`src/rtl/matmul_ctrl_pkg.sv`:
```
// Shared definitions for the 8x8 matmul sequencer: sizing constants and FSM states.
package matmul_ctrl_pkg;

  localparam int DWIDTH  = 8;
  localparam int AWIDTH  = 7;
  localparam int BB_SIZE = 4;

  typedef enum logic [1:0] {
    IDLE  = 2'd0,
    RUN   = 2'd1,
    DRAIN = 2'd2,
    GAP   = 2'd3
  } state_t;

endpackage

```
`src/rtl/matmul_seq_counter.sv`:
```
// Loadable up-counter that stops at a run-time terminal value and flags it.
module matmul_seq_counter #(
  parameter int WIDTH = 8
) (
  input  logic             clk,
  input  logic             reset,
  input  logic             load,
  input  logic [WIDTH-1:0] load_value,
  input  logic             en,
  input  logic [WIDTH-1:0] terminal,
  output logic [WIDTH-1:0] count,
  output logic             tc
);

  assign tc = (count == terminal);

  // Count register: load wins over increment; holds once the terminal value is reached.
  always_ff @(posedge clk) begin
    if (reset) begin
      count <= '0;
    end else if (load) begin
      count <= load_value;
    end else if (en && !tc) begin
      count <= count + 1'b1;
    end
  end

endmodule

```
`src/rtl/matmul_8x8_sequencer.sv`:
```
// Host-command sequencer for one 8x8 systolic matmul: start, wait, drain C rows, gap, respond.
module matmul_8x8_sequencer
  import matmul_ctrl_pkg::*;
#(
  parameter int DWIDTH     = matmul_ctrl_pkg::DWIDTH,
  parameter int AWIDTH     = matmul_ctrl_pkg::AWIDTH,
  parameter int BB_SIZE    = matmul_ctrl_pkg::BB_SIZE,
  parameter int TIMEOUT    = 255,
  parameter int GAP_CYCLES = 2
) (
  input  logic                      clk,
  input  logic                      reset,
  input  logic                      cmd_valid,
  output logic                      cmd_ready,
  input  logic [AWIDTH-1:0]         cmd_c_base,
  output logic                      rsp_done,
  output logic                      rsp_err,
  output logic                      busy,
  output logic                      start_mat_mul,
  input  logic                      done_mat_mul,
  input  logic [BB_SIZE*DWIDTH-1:0] c_data_row_0,
  input  logic [BB_SIZE*DWIDTH-1:0] c_data_row_1,
  output logic                      c_wr_en,
  output logic [AWIDTH-1:0]         c_addr,
  output logic [BB_SIZE*DWIDTH-1:0] c_wdata_0,
  output logic [BB_SIZE*DWIDTH-1:0] c_wdata_1
);

  localparam int CW = $clog2(((TIMEOUT > GAP_CYCLES) ? TIMEOUT : GAP_CYCLES) + 1);
  localparam int IW = (BB_SIZE > 1) ? $clog2(BB_SIZE) : 1;

  localparam logic [CW-1:0] TMO_LAST   = CW'(TIMEOUT - 1);
  localparam logic [CW-1:0] GAP_LAST   = CW'(GAP_CYCLES - 1);
  localparam logic [IW-1:0] DRAIN_LAST = IW'(BB_SIZE - 1);

  state_t            state, state_next;
  logic [AWIDTH-1:0] c_base;
  logic              err;
  logic              accept;
  logic              timeout_hit;

  logic              tmr_load, tmr_en, tmr_tc;
  logic [CW-1:0]     tmr_terminal, tmr_count;
  logic              idx_load, idx_en, idx_tc;
  logic [IW-1:0]     idx_count;

  logic              rsp_done_next;
  logic [AWIDTH-1:0] addr_offset;

  assign accept = (state == IDLE) && cmd_valid && cmd_ready;

  // One counter serves both RUN (timeout) and GAP (minimum low time) since they never overlap.
  matmul_seq_counter #(.WIDTH(CW)) u_tmr (
    .clk        (clk),
    .reset      (reset),
    .load       (tmr_load),
    .load_value ('0),
    .en         (tmr_en),
    .terminal   (tmr_terminal),
    .count      (tmr_count),
    .tc         (tmr_tc)
  );

  matmul_seq_counter #(.WIDTH(IW)) u_idx (
    .clk        (clk),
    .reset      (reset),
    .load       (idx_load),
    .load_value ('0),
    .en         (idx_en),
    .terminal   (DRAIN_LAST),
    .count      (idx_count),
    .tc         (idx_tc)
  );

  // State register.
  always_ff @(posedge clk) begin
    if (reset) begin
      state <= IDLE;
    end else begin
      state <= state_next;
    end
  end

  // Next-state and counter control; done in the timeout cycle takes the DRAIN path.
  always_comb begin
    state_next   = state;
    tmr_load     = 1'b0;
    tmr_en       = 1'b0;
    idx_load     = 1'b0;
    idx_en       = 1'b0;
    timeout_hit  = 1'b0;
    tmr_terminal = (state == GAP) ? GAP_LAST : TMO_LAST;
    case (state)
      IDLE: begin
        if (accept) begin
          state_next = RUN;
          tmr_load   = 1'b1;
        end
      end
      RUN: begin
        tmr_en = 1'b1;
        if (done_mat_mul) begin
          state_next = DRAIN;
          idx_load   = 1'b1;
        end else if (tmr_tc) begin
          state_next  = GAP;
          tmr_load    = 1'b1;
          timeout_hit = 1'b1;
        end
      end
      DRAIN: begin
        idx_en = 1'b1;
        if (idx_tc) begin
          state_next = GAP;
          tmr_load   = 1'b1;
        end
      end
      GAP: begin
        tmr_en = 1'b1;
        if (tmr_tc && !done_mat_mul) begin
          state_next = IDLE;
        end
      end
      default: state_next = IDLE;
    endcase
  end

  // Write address offset for the upcoming drain beat (0 on entry, idx+1 while draining).
  always_comb begin
    addr_offset   = '0;
    rsp_done_next = (state == GAP) && (state_next == IDLE);
    if (state == DRAIN) begin
      addr_offset = AWIDTH'(idx_count) + AWIDTH'(1);
    end
  end

  // Registered outputs, command latch and error status.
  always_ff @(posedge clk) begin
    if (reset) begin
      cmd_ready     <= 1'b0;
      busy          <= 1'b0;
      start_mat_mul <= 1'b0;
      c_wr_en       <= 1'b0;
      rsp_done      <= 1'b0;
      rsp_err       <= 1'b0;
      err           <= 1'b0;
      c_base        <= '0;
      c_addr        <= '0;
      c_wdata_0     <= '0;
      c_wdata_1     <= '0;
    end else begin
      cmd_ready     <= (state_next == IDLE);
      busy          <= (state_next != IDLE);
      start_mat_mul <= (state_next == RUN) || (state_next == DRAIN);
      c_wr_en       <= (state_next == DRAIN);
      rsp_done      <= rsp_done_next;
      if (accept) begin
        c_base  <= cmd_c_base;
        err     <= 1'b0;
        rsp_err <= 1'b0;
      end
      if (timeout_hit) begin
        err <= 1'b1;
      end
      if (rsp_done_next) begin
        rsp_err <= err;
      end
      if (state_next == DRAIN) begin
        c_addr    <= c_base + addr_offset;
        c_wdata_0 <= c_data_row_0;
        c_wdata_1 <= c_data_row_1;
      end
    end
  end

endmodule

```
`config.mk`:
```
export PLATFORM = sky130hd
export DESIGN_NAME = matmul_8x8_sequencer
export DESIGN_NICKNAME = d
export VERILOG_FILES = /design/src/rtl/matmul_ctrl_pkg.sv /design/src/rtl/matmul_seq_counter.sv /design/src/rtl/matmul_8x8_sequencer.sv
export SDC_FILE = /design/constraint.sdc
export NUM_CORES = 1
export LEC_CHECK = 0
export CAP_MARGIN = 10
export CORE_ASPECT_RATIO = 1.4
export CORE_MARGIN = 5
export CORE_UTILIZATION = 35
export CTS_CLUSTER_DIAMETER = 60
export DETAILED_ROUTE_END_ITERATION = 6
export PLACE_DENSITY = 0.73
export SLEW_MARGIN = 20
export SYNTH_ARGS = -nofsm -noshare
export SYNTH_HDL_FRONTEND = slang
export SYNTH_SLANG_ARGS = --single-unit
```
`constraint.sdc`:
```
create_clock -name clk -period 8 [get_ports clk]
set_input_delay 0.8 -clock clk [delete_from_list [all_inputs] [get_ports clk]]
set_output_delay 0.8 -clock clk [all_outputs]
set_load 0.005 [all_outputs]
```
==> results of run 1 <==
logic make-up after synthesis:
group | after synthesis | share of synthesized area (%)
compound gates | 34 | 5.85
buf+inv | 29 | 3.25
fa+ha+maj | 8 | 2.83
xor+xnor | 7 | 1.61
mux | 68 | 17.9
simple gates | 144 | 17.5
flops | 97 | 51.0
layout make-up:
class	count	share of cell area, %
Multi-Input combinational cell	261	30.5
Timing Repair Buffer	153	26.5
Tap cell	141	3.07
Clock buffer	10	4.16
Sequential cell	97	33.8
Inverter	6	0.392
Clock inverter	6	1.55
tightest hold or removal path, cell delays in order (launching register included):
cell and delay, ps:
dfxtp_1 320, nand2_1 50, a21oi_1 50
synthesized netlist by cell type, types with 2 or more instances:
cell type and count:
nand2_1 20, a21oi_1 14, or3_1 2, a221oi_1 2
nand4_1 2, a211oi_1 5, or4_1 2, clkbuf_1 9
buf_1 7, nand3_1 5, and3_1 2, ha_1 7
xor2_1 3, buf_2 6, o21ai_0 5, nor3_1 4
a21o_1 2, mux2_2 2, nor4b_1 6, inv_1 6
nor4_1 2, nor2_1 84, mux2i_1 66, and2_1 3
nor2b_1 5, xnor2_1 4, dfxtp_1 97
power by group:
group          internal, mW  leakage (nW)  switching, mW
registers             0.506         0.786         0.0140
logic                0.0976          1.09         0.0637
clock network         0.283         0.155          0.184
total                 0.887          2.03          0.262
per-stage QoR:
stage / utilization [%] / power, mW / worst slack, ps / cell area (um^2) / cells
finish: 53.4 / 1.15 / 4140 / 5740 / 674
global route: 53.4 / 1.20 / 3950 / 5740 / 674
CTS: 53.4 / 1.16 / 4130 / 5740 / 674
detailed placement: 50.4 / 0.693 / 3770 / 5420 / 658
global placement: 50.4 / 0.690 / 3840 / 5420 / 658
floorplan: - / 0.603 / 5020 / 3810 / 387
layer usage:
layer  part of all wire [%]  wire [um]
met1                     36       3540
met2                     56       5450
met3                    6.5        638
met4                    1.9        187
met5                      0          0
how the worst max path moves through the flow:
stage,startpoint,to,slack [ps]
after floorplan,cmd_valid,c_addr[0],5020
after global placement,cmd_valid,c_addr[3],3840
after detailed placement,cmd_valid,c_addr[3],3770
after CTS,cmd_valid,c_addr[3],4130
after global routing,cmd_valid,c_addr[3],3950
final,cmd_valid,c_addr[3],4140
sequential cells by signal (all words and copies together) (netlist names):
signal,count
c_wdata_0,32
c_wdata_1,32
u_tmr.count,8
c_addr,7
c_base,7
state,2
u_idx.count,2
busy,1
c_wr_en,1
cmd_ready,1
err,1
rsp_done,1
rsp_err,1
start_mat_mul,1
==> results.json, run 1 <==
{
  "post-cts-setup-buffer-count": 0,
  "path_depth": 8,
  "worst_slew_pin_slew_ps": 972,
  "post_cts_resize_count": 0,
  "fp-row-count": 45,
  "tritoncts": "built",
  "syn-num-nets": 470,
  "grt_max_degree": 96,
  "r2r_start": "state[0]",
  "hold_buffers": 0,
  "dr.pass1.iters": 4,
  "hold_path_depth": 2,
  "hp-start": "c_base[0]",
  "die_area_um2": 13100,
  "yosys-top-cells-area": "dfxtp_1, mux2i_1, nor2_1",
  "skew_ps": 9.55,
  "synth_cell_type_count": 42,
  "cts_buffers": 9,
  "relSlewSlack_pct": 35.2,
  "synth_ff_type": "dfxtp_1",
  "ctsRootBufferMaster": "clkbuf_16",
  "vias": 3204,
  "worst_skew_pair.late_latency_ps": 340,
  "htree_num_levels": 3,
  "worstHoldEndpoint": "c_base[0]",
  "die_h_um": 133,
  "drtIter0Drc": 123,
  "max_stage_delay_ps": 660,
  "finalSetupTns_ps": 0,
  "drive_above_1_share_pct": 4.50,
  "use_met1_pct": 14.7,
  "cp.arrival_ps": 4090,
  "multiInputGateArea_um2": 1750,
  "synth_seq_area_share_pct": 51.0,
  "die-width_um": 98.2,
  "synthCells": 387,
  "hold_ws_ps": 464,
  "synth_edf_count": 0,
  "drc": 0,
  "status": "complete, no violations",
  "worst-path-buf-inv": 2,
  "grtUsageTotal_pct": 14.7,
  "nets": 611,
  "core_um2": 10800,
  "final_common_cell": "clkdlybuf4s50_1",
  "grt_pass1_wl_um": 15600,
  "setup_violations": 0,
  "clk_pin_slew_ps": 70,
  "port_buffers": 151,
  "worstSetupPathType": "in -> reg",
  "rsz0062_at_grt": "no",
  "maxSlewViolCount": 0,
  "place_hpwl_um": 7220,
  "seq_area_um2": 1940,
  "required_ps": 8220,
  "hold_viol_final": 0,
  "synth_warnings": 0,
  "hp-class": "reg -> reg",
  "synth_async_sr_flop_share_pct": 0,
  "grt.overflow.total": 0,
  "grt_antenna_before_repair": 0,
  "peakVddDrop_mv": 0.112,
  "maxCapViolCount": 0,
  "synth_area_per_cell_um2": 9.84,
  "synth_area_um2": 3810,
  "grt_pass1_vias": 3280,
  "grt_util_met2_pct": 28.0,
  "antenna-diode-count": 0,
  "end_kind": "register",
  "layout_common_cells": "clkdlybuf4s50_1, dfxtp_1, nor2_1",
  "use_met3_pct": 4.56,
  "routabilityCongestion": 0.784,
  "crit_family": "buffers and inverters",
  "initial_core_util_pct": 35.4,
  "r2r_setup_slack_ps": 4450,
  "reg2reg_depth": 7,
  "top_usage_layer": "met2",
  "n_fill_cell": 924,
  "cts_buffer_depth": 2,
  "reg2reg_to": "c_addr[3]",
  "postRouteAntennaNets": 0,
  "post_drt_wl_per_cell_um": 14.6,
  "max_freq_mhz": 259,
  "crit_path_top_delay_cell": "ha_4",
  "p_per_area_nw_per_um2": 200,
  "fin_crit_sh_pct": 48.3,
  "via_per_inst": 4.75,
  "cts.sinks": 97,
  "ys_seq_elements": 97,
  "path_cells": "clkdlybuf4s50_1 -> and4bb_1 -> a21o_4 -> a221oi_1 -> ha_4 -> buf_4 -> nor3b_1 -> a211o_1",
  "finalWirelength_um": 9820,
  "leakage_nw": 2.03,
  "syn2layout_area_growth_pct": 50.9,
  "io_pins": 152,
  "synth_area_leader_cell": "dfxtp_1",
  "synthDominantCellAreaShare_pct": 51.0,
  "path_max_fanout": 43,
  "cp-start-kind": "input pin",
  "fin_crit_ps": 3860
}
Note: power is estimated with default switching activity, not from simulation.
==> run 2, diff against run 1 <==
- PLACE_DENSITY: 0.73 -> 0.75
- clock period: 8 -> 3.3 ns (I/O delays scaled with it)
==> run 2 against run 1 <==
- flip-flop and latch count stayed put
- hold slack better by 4.6 ps
- first-iteration DRC count is 15% lower
- sequential share of layout area decreased by 0.27 points
- total power increased by 150%
- worst setup slack got worse by 3400 ps
- highest routed layer unchanged
- largest cell class unchanged
- largest power group unchanged
- cell count is 0.30% higher
- count of clock-buffer cells in the layout unchanged
- register-to-register slack lost 3700 ps
- combinational power grew 150%
- global-route usage grew 0.75 points
- via count grew 0.12%
==> results.json, run 2 (synthesis gave the netlist of run 1 again) <==
{
  "vias": 3208,
  "die_h_um": 133,
  "dr.pass1.iters": 4,
  "skew_ps": 6.99,
  "hold_buffers": 0,
  "seq_area_um2": 1940,
  "cts_buffers": 9,
  "max_stage_delay_ps": 530,
  "power_frac_comb_pct": 13.9,
  "postRouteAntennaNets": 0,
  "place_hpwl_um": 7500,
  "fp-row-count": 45,
  "grt_pass1_wl_um": 16500,
  "required_ps": 3520,
  "htree_num_levels": 3,
  "cts.sinks": 97,
  "drc": 0,
  "max_freq_mhz": 397,
  "ctsRootBufferMaster": "clkbuf_16",
  "p_int_mw": 2.23,
  "postLayoutCellArea_um2": 5790,
  "setup_violations": 0,
  "cp-start-kind": "register",
  "die_area_um2": 13100,
  "die-width_um": 98.2,
  "status": "complete, no violations",
  "post_cts_resize_count": 0,
  "rsz0062_at_grt": "no",
  "path_max_fanout": 57,
  "port_buffers": 151,
  "seqPwrFrac_pct": 44.3,
  "clk_pin_slew_ps": 70,
  "hold_viol_final": 0,
  "end_kind": "register",
  "top_regs": "c_wdata_0: 32 flops, c_wdata_1: 32 flops, u_tmr.count: 8 flops",
  "fin_util_pct": 53.8,
  "crit_path_top_delay_cell": "dfxtp_1",
  "leakage_nw": 2.06,
  "grt_antenna_before_repair": 0,
  "n_fill_cell": 940,
  "worst-path-buf-inv": 2,
  "grt_max_degree": 67,
  "drive_above_1_share_pct": 4.86,
  "hp-class": "reg -> reg",
  "maxSlewViolCount": 0,
  "worst_slew_pin_slew_ps": 688,
  "layout_common_cells": "clkdlybuf4s50_1, dfxtp_1, nor2_1",
  "stdcell_count": 676,
  "drtIter0Drc": 105,
  "path_cells": "and4bb_1 -> a21o_4 -> a221oi_1 -> buf_4 -> ha_4 -> buf_12 -> nor3b_1 -> a211o_1",
  "final_common_cell": "clkdlybuf4s50_1",
  "fin_crit_sh_pct": 76.4,
  "initial_core_util_pct": 35.4,
  "p_clk_share_pct": 41.7,
  "post_drt_wl_per_cell_um": 15.1,
  "worst_skew_pair.late_latency_ps": 340,
  "syn2layout_area_growth_pct": 52.1,
  "dpl_cell_area_um2": 5440,
  "p_sw_uw": 624,
  "nets": 613,
  "grt.overflow.total": 0,
  "antenna-diode-count": 0,
  "relSlewSlack_pct": 53.5,
  "crit_family": "compound AO/OA/AOI/OAI gates",
  "grtUsageTotal_pct": 15.4,
  "maxCapViolCount": 0,
  "total_power_mw": 2.85,
  "via_per_inst": 4.75,
  "dp.cells": 660,
  "finalSetupTns_ps": 0,
  "cts_buffer_depth": 2,
  "cp.arrival_ps": 2750,
  "io_pins": 152,
  "netSwitchingFraction_pct": 21.9,
  "peakVddDrop_mv": 0.302,
  "tritoncts": "built",
  "core_um2": 10800,
  "fin_crit_ps": 2520,
  "worstSetupPathType": "reg -> reg",
  "multiInputGateArea_um2": 1750,
  "post-cts-setup-buffer-count": 0,
  "grt_pass1_vias": 3369,
  "routabilityCongestion": 0.761,
  "finalWirelength_um": 10200,
  "p_per_area_nw_per_um2": 492
}
run 2: layer usage:
| metal | part of all wire [%] | up-vias | global-route usage, % |
|---|---|---|---|
| li1 | - | 1601 | - |
| met2 | 54 | 87 | 28.5 |
| met5 | 0 | - | 0 |
| met4 | 2.7 | 0 | 6.68 |
| met1 | 37 | 1503 | 16.0 |
| met3 | 5.7 | 17 | 4.71 |
run 2: power by group through the flow:
stage,Sequential [mW],Combinational (mW),Clock (mW)
global placement,1.29,0.390,0
global route,1.27,0.431,1.27
CTS,1.26,0.402,1.22
detailed placement,1.29,0.400,0
finish,1.26,0.397,1.19
floorplan,1.29,0.175,0
run 2: area by class of cell:
| type | count | share of cell area (%) |
|---|---|---|
| Tap cell | 141 | 3.05 |
| Clock buffer | 10 | 4.13 |
| Multi-Input combinational cell | 261 | 30.3 |
| Clock inverter | 6 | 1.82 |
| Timing Repair Buffer | 155 | 26.8 |
| Sequential cell | 97 | 33.5 |
| Inverter | 6 | 0.389 |
run 2: path summary, 6_finish.rpt:
kind / start / endpoint / slack [ps] / cells past startpoint
min reg2reg: c_base[2] / c_base[2] / 470 / 2
max reg2reg: state[0] / c_addr[3] / 780 / 8
max: state[0] / c_addr[3] / 780 / 8
min: c_base[2] / c_base[2] / 470 / 2
run 2: worst reg2reg max path, delay by kind of cell, from the launching register on:
kind / cells / cell delay [ps]
AO/OA/AOI/OAI: 3 / 750
adder cells (fa/ha/maj): 1 / 150
buffers and inverters: 2 / 470
flip-flops: 1 / 530
AND/OR/NAND/NOR: 2 / 510
run 2: through the flow:
| stage | worst slack, ps | hold slack [ps] |
|---|---|---|
| CTS | 710 | 468 |
| detailed placement | 565 | 454 |
| global placement | 581 | 449 |
| floorplan | 704 | 409 |
| finish | 779 | 469 |
| global route | 544 | 494 |
